<file path="src/rtl/soc_clock_divider_bank.sv">
// soc_clock_divider_bank: N-channel tick / 50% divided-clock generator with staggered resets.
// Runtime divider writes are built only when SOC_CLKDIV_RUNTIME_CFG_EN is defined.
module soc_clock_divider_bank #(
  parameter int NUM_CH      = 4,
  parameter int DIV_WIDTH   = 16,
  parameter int DEFAULT_DIV = 7,
  parameter int RST_HOLD    = 16,
  parameter int RST_STAGGER = 4,
  localparam int CW = (NUM_CH > 1) ? $clog2(NUM_CH) : 1
) (
  input  logic                 in_clk,
  input  logic                 in_rst,
  input  logic                 cfg_we,
  input  logic [CW-1:0]        cfg_ch,
  input  logic [DIV_WIDTH-1:0] cfg_div,
  output logic [NUM_CH-1:0]    cfg_pending,
  output logic                 cfg_err,
  input  logic [NUM_CH-1:0]    ch_en,
  output logic [NUM_CH-1:0]    tick,
  output logic [NUM_CH-1:0]    div_out,
  output logic [NUM_CH-1:0]    ch_rst
);

  localparam int RMAX = RST_HOLD + (NUM_CH - 1) * RST_STAGGER;
  localparam int RW   = $clog2(RMAX + 1);
  localparam logic [DIV_WIDTH-1:0] DEF = DIV_WIDTH'(DEFAULT_DIV);

  logic [RW-1:0]        rc_q, rc_d;
  logic [NUM_CH-1:0]    rst_q, rst_d;
  logic [NUM_CH-1:0]    tick_q, tick_d;
  logic [NUM_CH-1:0]    dout_q, dout_d;
  logic [NUM_CH-1:0]    act, wrap;
  logic [DIV_WIDTH-1:0] cnt_q [NUM_CH];
  logic [DIV_WIDTH-1:0] cnt_d [NUM_CH];
  logic [DIV_WIDTH-1:0] dv    [NUM_CH];

  assign rc_d = (rc_q == RW'(RMAX)) ? rc_q : rc_q + 1'b1;

  always_comb begin
    for (int i = 0; i < NUM_CH; i++) begin
      rst_d[i]  = rst_q[i] & (rc_d < RW'(RST_HOLD + i * RST_STAGGER));
      act[i]    = ~rst_q[i] & ch_en[i];
      wrap[i]   = cnt_q[i] == dv[i] - 1'b1;
      cnt_d[i]  = '0;
      tick_d[i] = 1'b0;
      dout_d[i] = 1'b0;
      if (act[i]) begin
        tick_d[i] = wrap[i];
        dout_d[i] = dout_q[i] ^ wrap[i];
        if (!wrap[i]) cnt_d[i] = cnt_q[i] + 1'b1;
      end
    end
  end

  always_ff @(posedge in_clk) begin
    if (in_rst) begin
      rc_q   <= '0;
      rst_q  <= '1;
      tick_q <= '0;
      dout_q <= '0;
      for (int i = 0; i < NUM_CH; i++) cnt_q[i] <= '0;
    end else begin
      rc_q   <= rc_d;
      rst_q  <= rst_d;
      tick_q <= tick_d;
      dout_q <= dout_d;
      for (int i = 0; i < NUM_CH; i++) cnt_q[i] <= cnt_d[i];
    end
  end

  assign tick    = tick_q;
  assign div_out = dout_q;
  assign ch_rst  = rst_q;

`ifdef SOC_CLKDIV_RUNTIME_CFG_EN
  localparam logic [CW:0] NCH = (CW + 1)'(NUM_CH);

  logic [DIV_WIDTH-1:0] dv_q [NUM_CH];
  logic [DIV_WIDTH-1:0] dv_d [NUM_CH];
  logic [DIV_WIDTH-1:0] pv_q [NUM_CH];
  logic [DIV_WIDTH-1:0] pv_d [NUM_CH];
  logic [NUM_CH-1:0]    pend_q, pend_d;
  logic                 err_q, err_d, bad;

  always_comb begin
    for (int i = 0; i < NUM_CH; i++) dv[i] = dv_q[i];
  end

  // New divider only lands on a wrap edge (or idle), so no runt half-periods.
  always_comb begin
    bad   = cfg_we & (({1'b0, cfg_ch} >= NCH) | (cfg_div == '0));
    err_d = err_q | bad;
    for (int i = 0; i < NUM_CH; i++) begin
      dv_d[i]   = dv_q[i];
      pv_d[i]   = pv_q[i];
      pend_d[i] = pend_q[i];
      if (pend_q[i] & (~act[i] | wrap[i])) begin
        dv_d[i]   = pv_q[i];
        pend_d[i] = 1'b0;
      end
      if (cfg_we & ~bad & (cfg_ch == CW'(i))) begin
        pv_d[i]   = cfg_div;
        pend_d[i] = 1'b1;
      end
    end
  end

  always_ff @(posedge in_clk) begin
    if (in_rst) begin
      pend_q <= '0;
      err_q  <= 1'b0;
      for (int i = 0; i < NUM_CH; i++) begin
        dv_q[i] <= DEF;
        pv_q[i] <= DEF;
      end
    end else begin
      pend_q <= pend_d;
      err_q  <= err_d;
      for (int i = 0; i < NUM_CH; i++) begin
        dv_q[i] <= dv_d[i];
        pv_q[i] <= pv_d[i];
      end
    end
  end

  assign cfg_pending = pend_q;
  assign cfg_err     = err_q;
`else
  logic unused_cfg;
  assign unused_cfg = ^{cfg_we, cfg_ch, cfg_div};

  always_comb begin
    for (int i = 0; i < NUM_CH; i++) dv[i] = DEF;
  end

  assign cfg_pending = '0;
  assign cfg_err     = 1'b0;
`endif

endmodule

</file>
<file path="config.mk">
export PLATFORM = sky130hd
export DESIGN_NAME = soc_clock_divider_bank
export DESIGN_NICKNAME = d
export VERILOG_FILES = /design/src/rtl/soc_clock_divider_bank.sv
export SDC_FILE = /design/constraint.sdc
export NUM_CORES = 1
export LEC_CHECK = 0
export CAP_MARGIN = 15
export CORE_MARGIN = 5
export CORE_UTILIZATION = 59
export DETAILED_ROUTE_END_ITERATION = 12
export PLACE_DENSITY = 0.95
export SYNTH_ARGS = -nofsm -noshare
export SYNTH_HDL_FRONTEND = slang
export SYNTH_SLANG_ARGS = --single-unit
</file>
<file path="constraint.sdc">
create_clock -name in_clk -period 2.95 [get_ports in_clk]
set_input_delay 0.4425 -clock in_clk [delete_from_list [all_inputs] [get_ports in_clk]]
set_output_delay 0.4425 -clock in_clk [all_outputs]
set_load 0.05 [all_outputs]
</file>
### Word-level counts from Yosys, hierarchy flattened

Memory sizes are Yosys's and may differ from the RTL's.
Index checks and enable logic that the tools add are counted.

* divide/modulo/power cells: 0
* shift-type cells: 0
* $add $sub $neg: 5
* multipliers: 0
* equality and inequality tests: 5
* bitwise operators: 24
* magnitude comparators: 4
* reduce and logical (&&, ||, !) cells: 4
* muxes and demuxes: 16

Operators by type and width (count)
* $mux W16: 12
* $add A16 B1 Y16 const B: 4
* $eq A16 B3 Y1 const B: 4
* $lt A5 B5 Y1 const B: 4
* $and A1 B1 Y1: 8
* $not A1 Y1: 8
* $reduce_or A2 Y1: 4
* $add A5 B1 Y5 const B: 1
* $eq A5 B5 Y1 const B: 1
* $mux W5: 1
* $or A1 B1 Y1: 4
* $xor A1 B1 Y1: 4
* $mux W1: 3

* input bits: 25
* bits in registers: 17
* logic and storage cells: 69
* memories: 1
* bits in writable memories: 64
* output and inout bits: 17
* memory bits (read-only): 0
* latch bits: 0

Memory list
* cnt_q: depth 4, width 16, rd ports 4, clocked after Yosys merged registers in 0, wr ports 4, line 33 `logic [DIV_WIDTH-1:0] cnt_q [NUM_CH];`

### Longest topological paths before layout

Gate-level depths: netlist of the first run.
An unclocked memory read counts as a cell.

* depth in word-level cells: 5
* depth in mapped cells: 8
* gate-level depth less buffers: 6

### Least setup slack after synthesis of the first run

OpenSTA, ideal clock, no wires.

* path kind: reg2reg
* start: memory cnt_q[2][2]
* end: memory cnt_q[2][15]
* path buffers: 0
* setup time: 0.072 ns
* required time: 2.878 ns
* clock period less this slack: 1.662 ns
* cell stages (with the launch flop): 5
* slack: 1.288 ns
* arrival: 1.590 ns
* cells stage by stage: dfxtp_1 > nand4_2 > or4b_4 > or3_1 > a21oi_1

RTL lines (line)
* start: declaration: 33

==> impl_metrics.toml, run 1 <==
[yosys]
avgSynthCellArea_sq_um = 8.82
syn-instance-count = 397
yosys_warnings = 0
synthFlopType = "dfxtp_1"
async_flop_share = 0
syn_area_sq_um = 3500
ys_seq_area_frac = 0.463
synth_edf_count = 0
ys_types = 37
synth_seq_cells = 81

[grt]
antenna_found_initial = 0
grt_start_max_net_pins = 17
grt_pass1_wl_microns = 11600
grt_overflow = 0
grt_pass1_vias = 2681
grtUsageTotal = 0.192

[sta]
worst_pin_slew_ns = 0.611
clock_skew_ns = 0.00490
slew_viol_final = 0
fin_crit_ns = 2.03
hold_ws_ns = 0.478
fmax_mhz = 494
hold_viol = 0
finalSetupViolations = 0
post-route-period-util = 0.687
relSlewSlack = 0.592
rsz0062_at_grt = "no"
tns_ns = 0

[critical_path]
cp_max_fo = 16
worst-r2r-setup-slack_ns = 1.06
critical_path.top_delay_family = "simple AND/OR/NAND/NOR gates"
reg2reg_to = "cnt_q[3][15]$_SDFF_PP0_"
crit_buf_inv = 1
endpoint_kind = "register"
crit_path_top_delay_cell = "clkdlybuf4s50_1"
crit_arrival_ns = 2.30
max_stage_delay_ns = 0.61
crit_required_ns = 3.23
path_class = "primary input to register"
r2r_cells = 4
critPathLaunchType = "primary input"
r2r-start = "cnt_q[3][4]$_SDFF_PP0_"
path_cells = "clkdlybuf4s50_1 -> or3b_2 -> nand2b_1 -> a21oi_1"

[clock_network]
cts_hold_buf = 0
cts_tree = "done"
cts_htree_levels = 3
root_buffer = "clkbuf_8"
cts_setup_buffers = 0
cts_resized = 0
clkSlewWorstSetupHoldPaths_ns = 0.08
cts_buffer_depth = 2
clkLatencyLatePin_ns = 0.36
cts_made_buffers = 9
cts_sinks = 81

[hold_path]
min_delay_worst_endpoint = "cnt_q[1][0]$_SDFF_PP0_"
hold_path_class = "register to register"
worstHoldStart = "cnt_q[1][0]$_SDFF_PP0_"
hold_depth = 1

[cells_and_area]
drive_gt1_frac = 0.0549
design_area_sq_um = 3900
register_area_sq_um = 1620
fillers = 430
multi_input_area_sq_um = 1780
area_delta_synth_final_pct = 11.4
n_antenna_cell = 0
nNetsFinal = 449

[detailed_routing]
ant_nets = 0
first_iter_violations = 111
vias = 2816
routed_via_density = 5.70
drtPass1Iterations = 4
drc = 0
drt_wl_total_microns = 6630
wire_per_inst_microns = 13.4

[flow_run]
drv_cap = 0

[placed_design]
place_hpwl_microns = 4550
placed_area_sq_um = 3700
io_buffers = 17
finalWeightedCongestion = 0.836

[pwr]
p_leak_nw = 1.22
total_power_mw = 1.94
p_per_area_nw_per_um2 = 496
ir_worst_vdd_v = 0.000456

[floorplan]
die_area_sq_um = 7580
io_pins = 42
chipWidth_microns = 87.0
core_sq_um = 5850
dieHeight_microns = 87.0
num_rows = 28
initial_core_util = 0.599

[run_status]
status = "completed"
## synth_stat cells (3+ instances only)
cell / count / area share
buf_4: 5 / 0.011
o21ai_0: 6 / 0.0086
inv_1: 10 / 0.011
nor2_1: 81 / 0.087
xor2_1: 26 / 0.065
nor4_1: 13 / 0.023
or3_1: 5 / 0.0089
nand2b_1: 3 / 0.0054
nand4_1: 19 / 0.034
nand2_1: 18 / 0.019
and4_1: 3 / 0.0075
xnor2_1: 30 / 0.075
nand3_1: 26 / 0.037
and2_1: 3 / 0.0054
and3_1: 4 / 0.0071
ha_1: 10 / 0.036
clkbuf_1: 9 / 0.0096
nor4b_1: 6 / 0.015
or2_2: 3 / 0.0054
nor3_1: 11 / 0.016
dfxtp_1: 81 / 0.46
a21oi_1: 9 / 0.013
## cell families (layout without fill, tap and decap cells)
group,after synthesis,count (layout),share of synthesized area
AND/OR/NAND/NOR,203,203,0.292
flip-flops,81,81,0.463
XOR/XNOR,56,56,0.140
buffers and inverters,25,43,0.0325
AO/OA/AOI/OAI,20,20,0.0325
adder cells (fa/ha/maj),10,10,0.0357
other,1,5,0.00107
multiplexers,1,1,0.00286
## per-stage QoR
stage	cells	setup WS, ns	util
after floorplan	401	1.29	-
after global placement	478	0.674	0.633
after detailed placement	478	0.557	0.633
after CTS	494	0.922	0.667
after global routing	494	0.764	0.667
final	494	0.924	0.667
## layout make-up
cell class	count	area share
Multi-Input combinational cell	295	0.457
Timing Repair Buffer	17	0.0436
Inverter	10	0.00962
Sequential cell	81	0.416
Clock inverter	5	0.0141
Tap cell	75	0.0241
Clock buffer	11	0.0362
## how the worst max path moves through the flow
stage | start | endpoint | slack (ns) | depth (start not counted)
3_3_place_gp | in_rst | cnt_q[0][14]$_SDFF_PP0_ | 0.67 | 4
4_1_cts | in_rst | cnt_q[0][14]$_SDFF_PP0_ | 0.92 | 4
3_5_place_dp | in_rst | cnt_q[0][14]$_SDFF_PP0_ | 0.56 | 4
2_1_floorplan | cnt_q[2][2]$_SDFF_PP0_ | cnt_q[2][15]$_SDFF_PP0_ | 1.29 | 4
6_report | in_rst | cnt_q[0][14]$_SDFF_PP0_ | 0.92 | 4
5_1_grt | in_rst | cnt_q[0][14]$_SDFF_PP0_ | 0.76 | 4
## placed cells by master (no fill, tap or decap), types with 9 or more instances in the layout
| master | instances |
|---|---|
| clkbuf_8 | 10 |
| xor2_1 | 26 |
| dfxtp_1 | 81 |
| nor2_1 | 81 |
| clkdlybuf4s50_1 | 17 |
| nor3_1 | 11 |
| nor4_1 | 13 |
| inv_1 | 10 |
| nand2_1 | 18 |
| nand3_1 | 26 |
| ha_1 | 10 |
| nand4_1 | 19 |
| xnor2_1 | 30 |
| a21oi_1 | 9 |
## power breakdown
part / leakage [nW] / internal [mW] / switching [mW]
clock: 0.0953 / 0.411 / 0.387
combinational: 0.474 / 0.0135 / 0.0251
sequential: 0.653 / 1.10 / 0.00471
## state kept, by name, indices dropped and copies added (netlist names)
register / cells
cnt_q: 64
rc_q: 5
ch_rst: 4
div_out: 4
tick: 4
## metal layers
metal | part of all wire | global-route usage | up-vias
li1 | - | - | 1384
met1 | 0.43 | 0.216 | 1365
met2 | 0.51 | 0.339 | 61
met3 | 0.050 | 0.0615 | 6
met4 | 0.013 | 0.0652 | 0
met5 | 0 | 0 | -
Power figures use the tool's default switching activity.
==> inputs of run 2 (changes only) <==
--- a/config.mk
+++ b/config.mk
@@ -7,9 +7,9 @@
 export LEC_CHECK = 0
 export CAP_MARGIN = 15
 export CORE_MARGIN = 5
-export CORE_UTILIZATION = 59
+export CORE_UTILIZATION = 55
 export DETAILED_ROUTE_END_ITERATION = 12
-export PLACE_DENSITY = 0.95
+export PLACE_DENSITY = 0.9
 export SYNTH_ARGS = -nofsm -noshare
 export SYNTH_HDL_FRONTEND = slang
 export SYNTH_SLANG_ARGS = --single-unit
==> constraint.sdc (replaced) <==
create_clock -name in_clk -period 1.95 [get_ports in_clk]
set_input_delay 0.2925 -clock in_clk [delete_from_list [all_inputs] [get_ports in_clk]]
set_output_delay 0.2925 -clock in_clk [all_outputs]
set_load 0.05 [all_outputs]
==> impl_metrics.toml, run 2 (synthesized netlist as in run 1, its figures left out) <==
[run_status]
status = "completed"

[floorplan]
num_rows = 29
dieHeight_microns = 89.8
die_area_sq_um = 8060
initial_core_util = 0.558
chipWidth_microns = 89.8
io_pins = 42
core_sq_um = 6280

[critical_path]
critical_path.top_delay_family = "buffers and inverters"
crit_path_top_delay_cell = "clkdlybuf4s50_1"
crit_arrival_ns = 1.54
max_stage_delay_ns = 0.82
endpoint_kind = "output pin"
crit_buf_inv = 1
cp_max_fo = 2
path_cells = "clkdlybuf4s50_1"
crit_required_ns = 1.66
critPathLaunchType = "register"
path_class = "register to output pin"

[sta]
clock_skew_ns = 0.0104
hold_ws_ns = 0.465
worst_pin_slew_ns = 0.520
relSlewSlack = 0.652
post-route-period-util = 0.942
slew_viol_final = 0
tns_ns = 0
rsz0062_at_grt = "no"
hold_viol = 0
fin_crit_ns = 1.84
fin_ws_ns = 0.113
fmax_mhz = 544
finalSetupViolations = 0

[cells_and_area]
nNetsFinal = 458
drive_gt1_frac = 0.0728
fillers = 513
final_core_util = 0.628
fin_cells = 503
area_delta_synth_final_pct = 12.6
reg.largest.list = "cnt_q (64), rc_q (5)"
layout_common_cells = "nor2_1 (81), dfxtp_1 (81), xnor2_1 (30), nand3_1 (26), xor2_1 (26)"
top_register = "cnt_q"
largest_register_ffs = 64
design_area_sq_um = 3940
n_antenna_cell = 0

[placed_design]
io_buffers = 17
finalWeightedCongestion = 0.837
place_hpwl_microns = 4420
dpl_worst_slack_ns = 0.159
dp_cells = 489
placed_area_sq_um = 3770

[detailed_routing]
wire_per_inst_microns = 12.5
drtPass1Iterations = 4
first_iter_violations = 126
ant_nets = 0
route.met3.wl_microns = 265
routed_via_density = 5.42
drc = 0
wl_met1_microns = 3000
dr_wl_met2_microns = 2860
vias = 2725
top_layer_used = "met4"
drt_wl_total_microns = 6270

[clock_network]
cts_sinks = 81
cts_buffer_depth = 2
clkSlewWorstSetupHoldPaths_ns = 0.07
cts_tree = "done"
root_buffer = "clkbuf_8"
cts_htree_levels = 3
cts_made_buffers = 9
cts_setup_buffers = 0
clkLatencyLatePin_ns = 0.35
cts_resized = 0
cts_hold_buf = 0

[flow_run]
drv_cap = 0

[grt]
grtUsageTotal = 0.166
grt_pass1_wl_microns = 11300
antenna_found_initial = 0
grt_start_max_net_pins = 17
grt_pass1_vias = 2529
grt_overflow = 0

[pwr]
ir_worst_vdd_v = 0.000472
p_per_area_nw_per_um2 = 709
p_leak_nw = 1.25
total_power_mw = 2.79

[hold_path]
hold_path_class = "register to register"
-- run 2: cell count changes in the layout (fill, tap and decap cells not counted), sizes merged --
cell and delta:
buf +9, clkinvlp -1, bufinv -1
-- run 2: where the power goes --
| part | internal [mW] | total [mW] | switching, mW |
|---|---|---|---|
| clock | 0.513 | 1.07 | 0.558 |
| combinational | 0.0216 | 0.0586 | 0.0371 |
| sequential | 1.66 | 1.67 | 0.00685 |
| total | 2.19 | 2.79 | 0.601 |
-- run 2: layout make-up --
type	instances	area, sq um	share of cell area
Timing Repair Buffer	26	238	0.0603
Clock buffer	11	151	0.0384
Sequential cell	81	1620	0.411
Tap cell	77	96.3	0.0244
Clock inverter	3	17.5	0.00444
Multi-Input combinational cell	295	1780	0.452
Inverter	10	37.5	0.00952
-- run 2: worst paths after layout --
kind,startpoint,slack [ns],depth (start not counted),end
setup / recovery,ch_rst[1]$_SDFF_PP1_,0.11,1,ch_rst[1]
hold / removal,cnt_q[3][0]$_SDFF_PP0_,0.47,1,cnt_q[3][0]$_SDFF_PP0_
setup reg to reg,cnt_q[2][3]$_SDFF_PP0_,0.16,4,cnt_q[2][15]$_SDFF_PP0_
hold reg to reg,cnt_q[3][0]$_SDFF_PP0_,0.47,1,cnt_q[3][0]$_SDFF_PP0_
-- run 2: routing by layer --
| metal | up-vias | global-route usage |
|---|---|---|
| met5 | - | 0 |
| met4 | 0 | 0.0831 |
| met3 | 9 | 0.0409 |
| met2 | 63 | 0.257 |
| met1 | 1258 | 0.214 |
| li1 | 1395 | - |
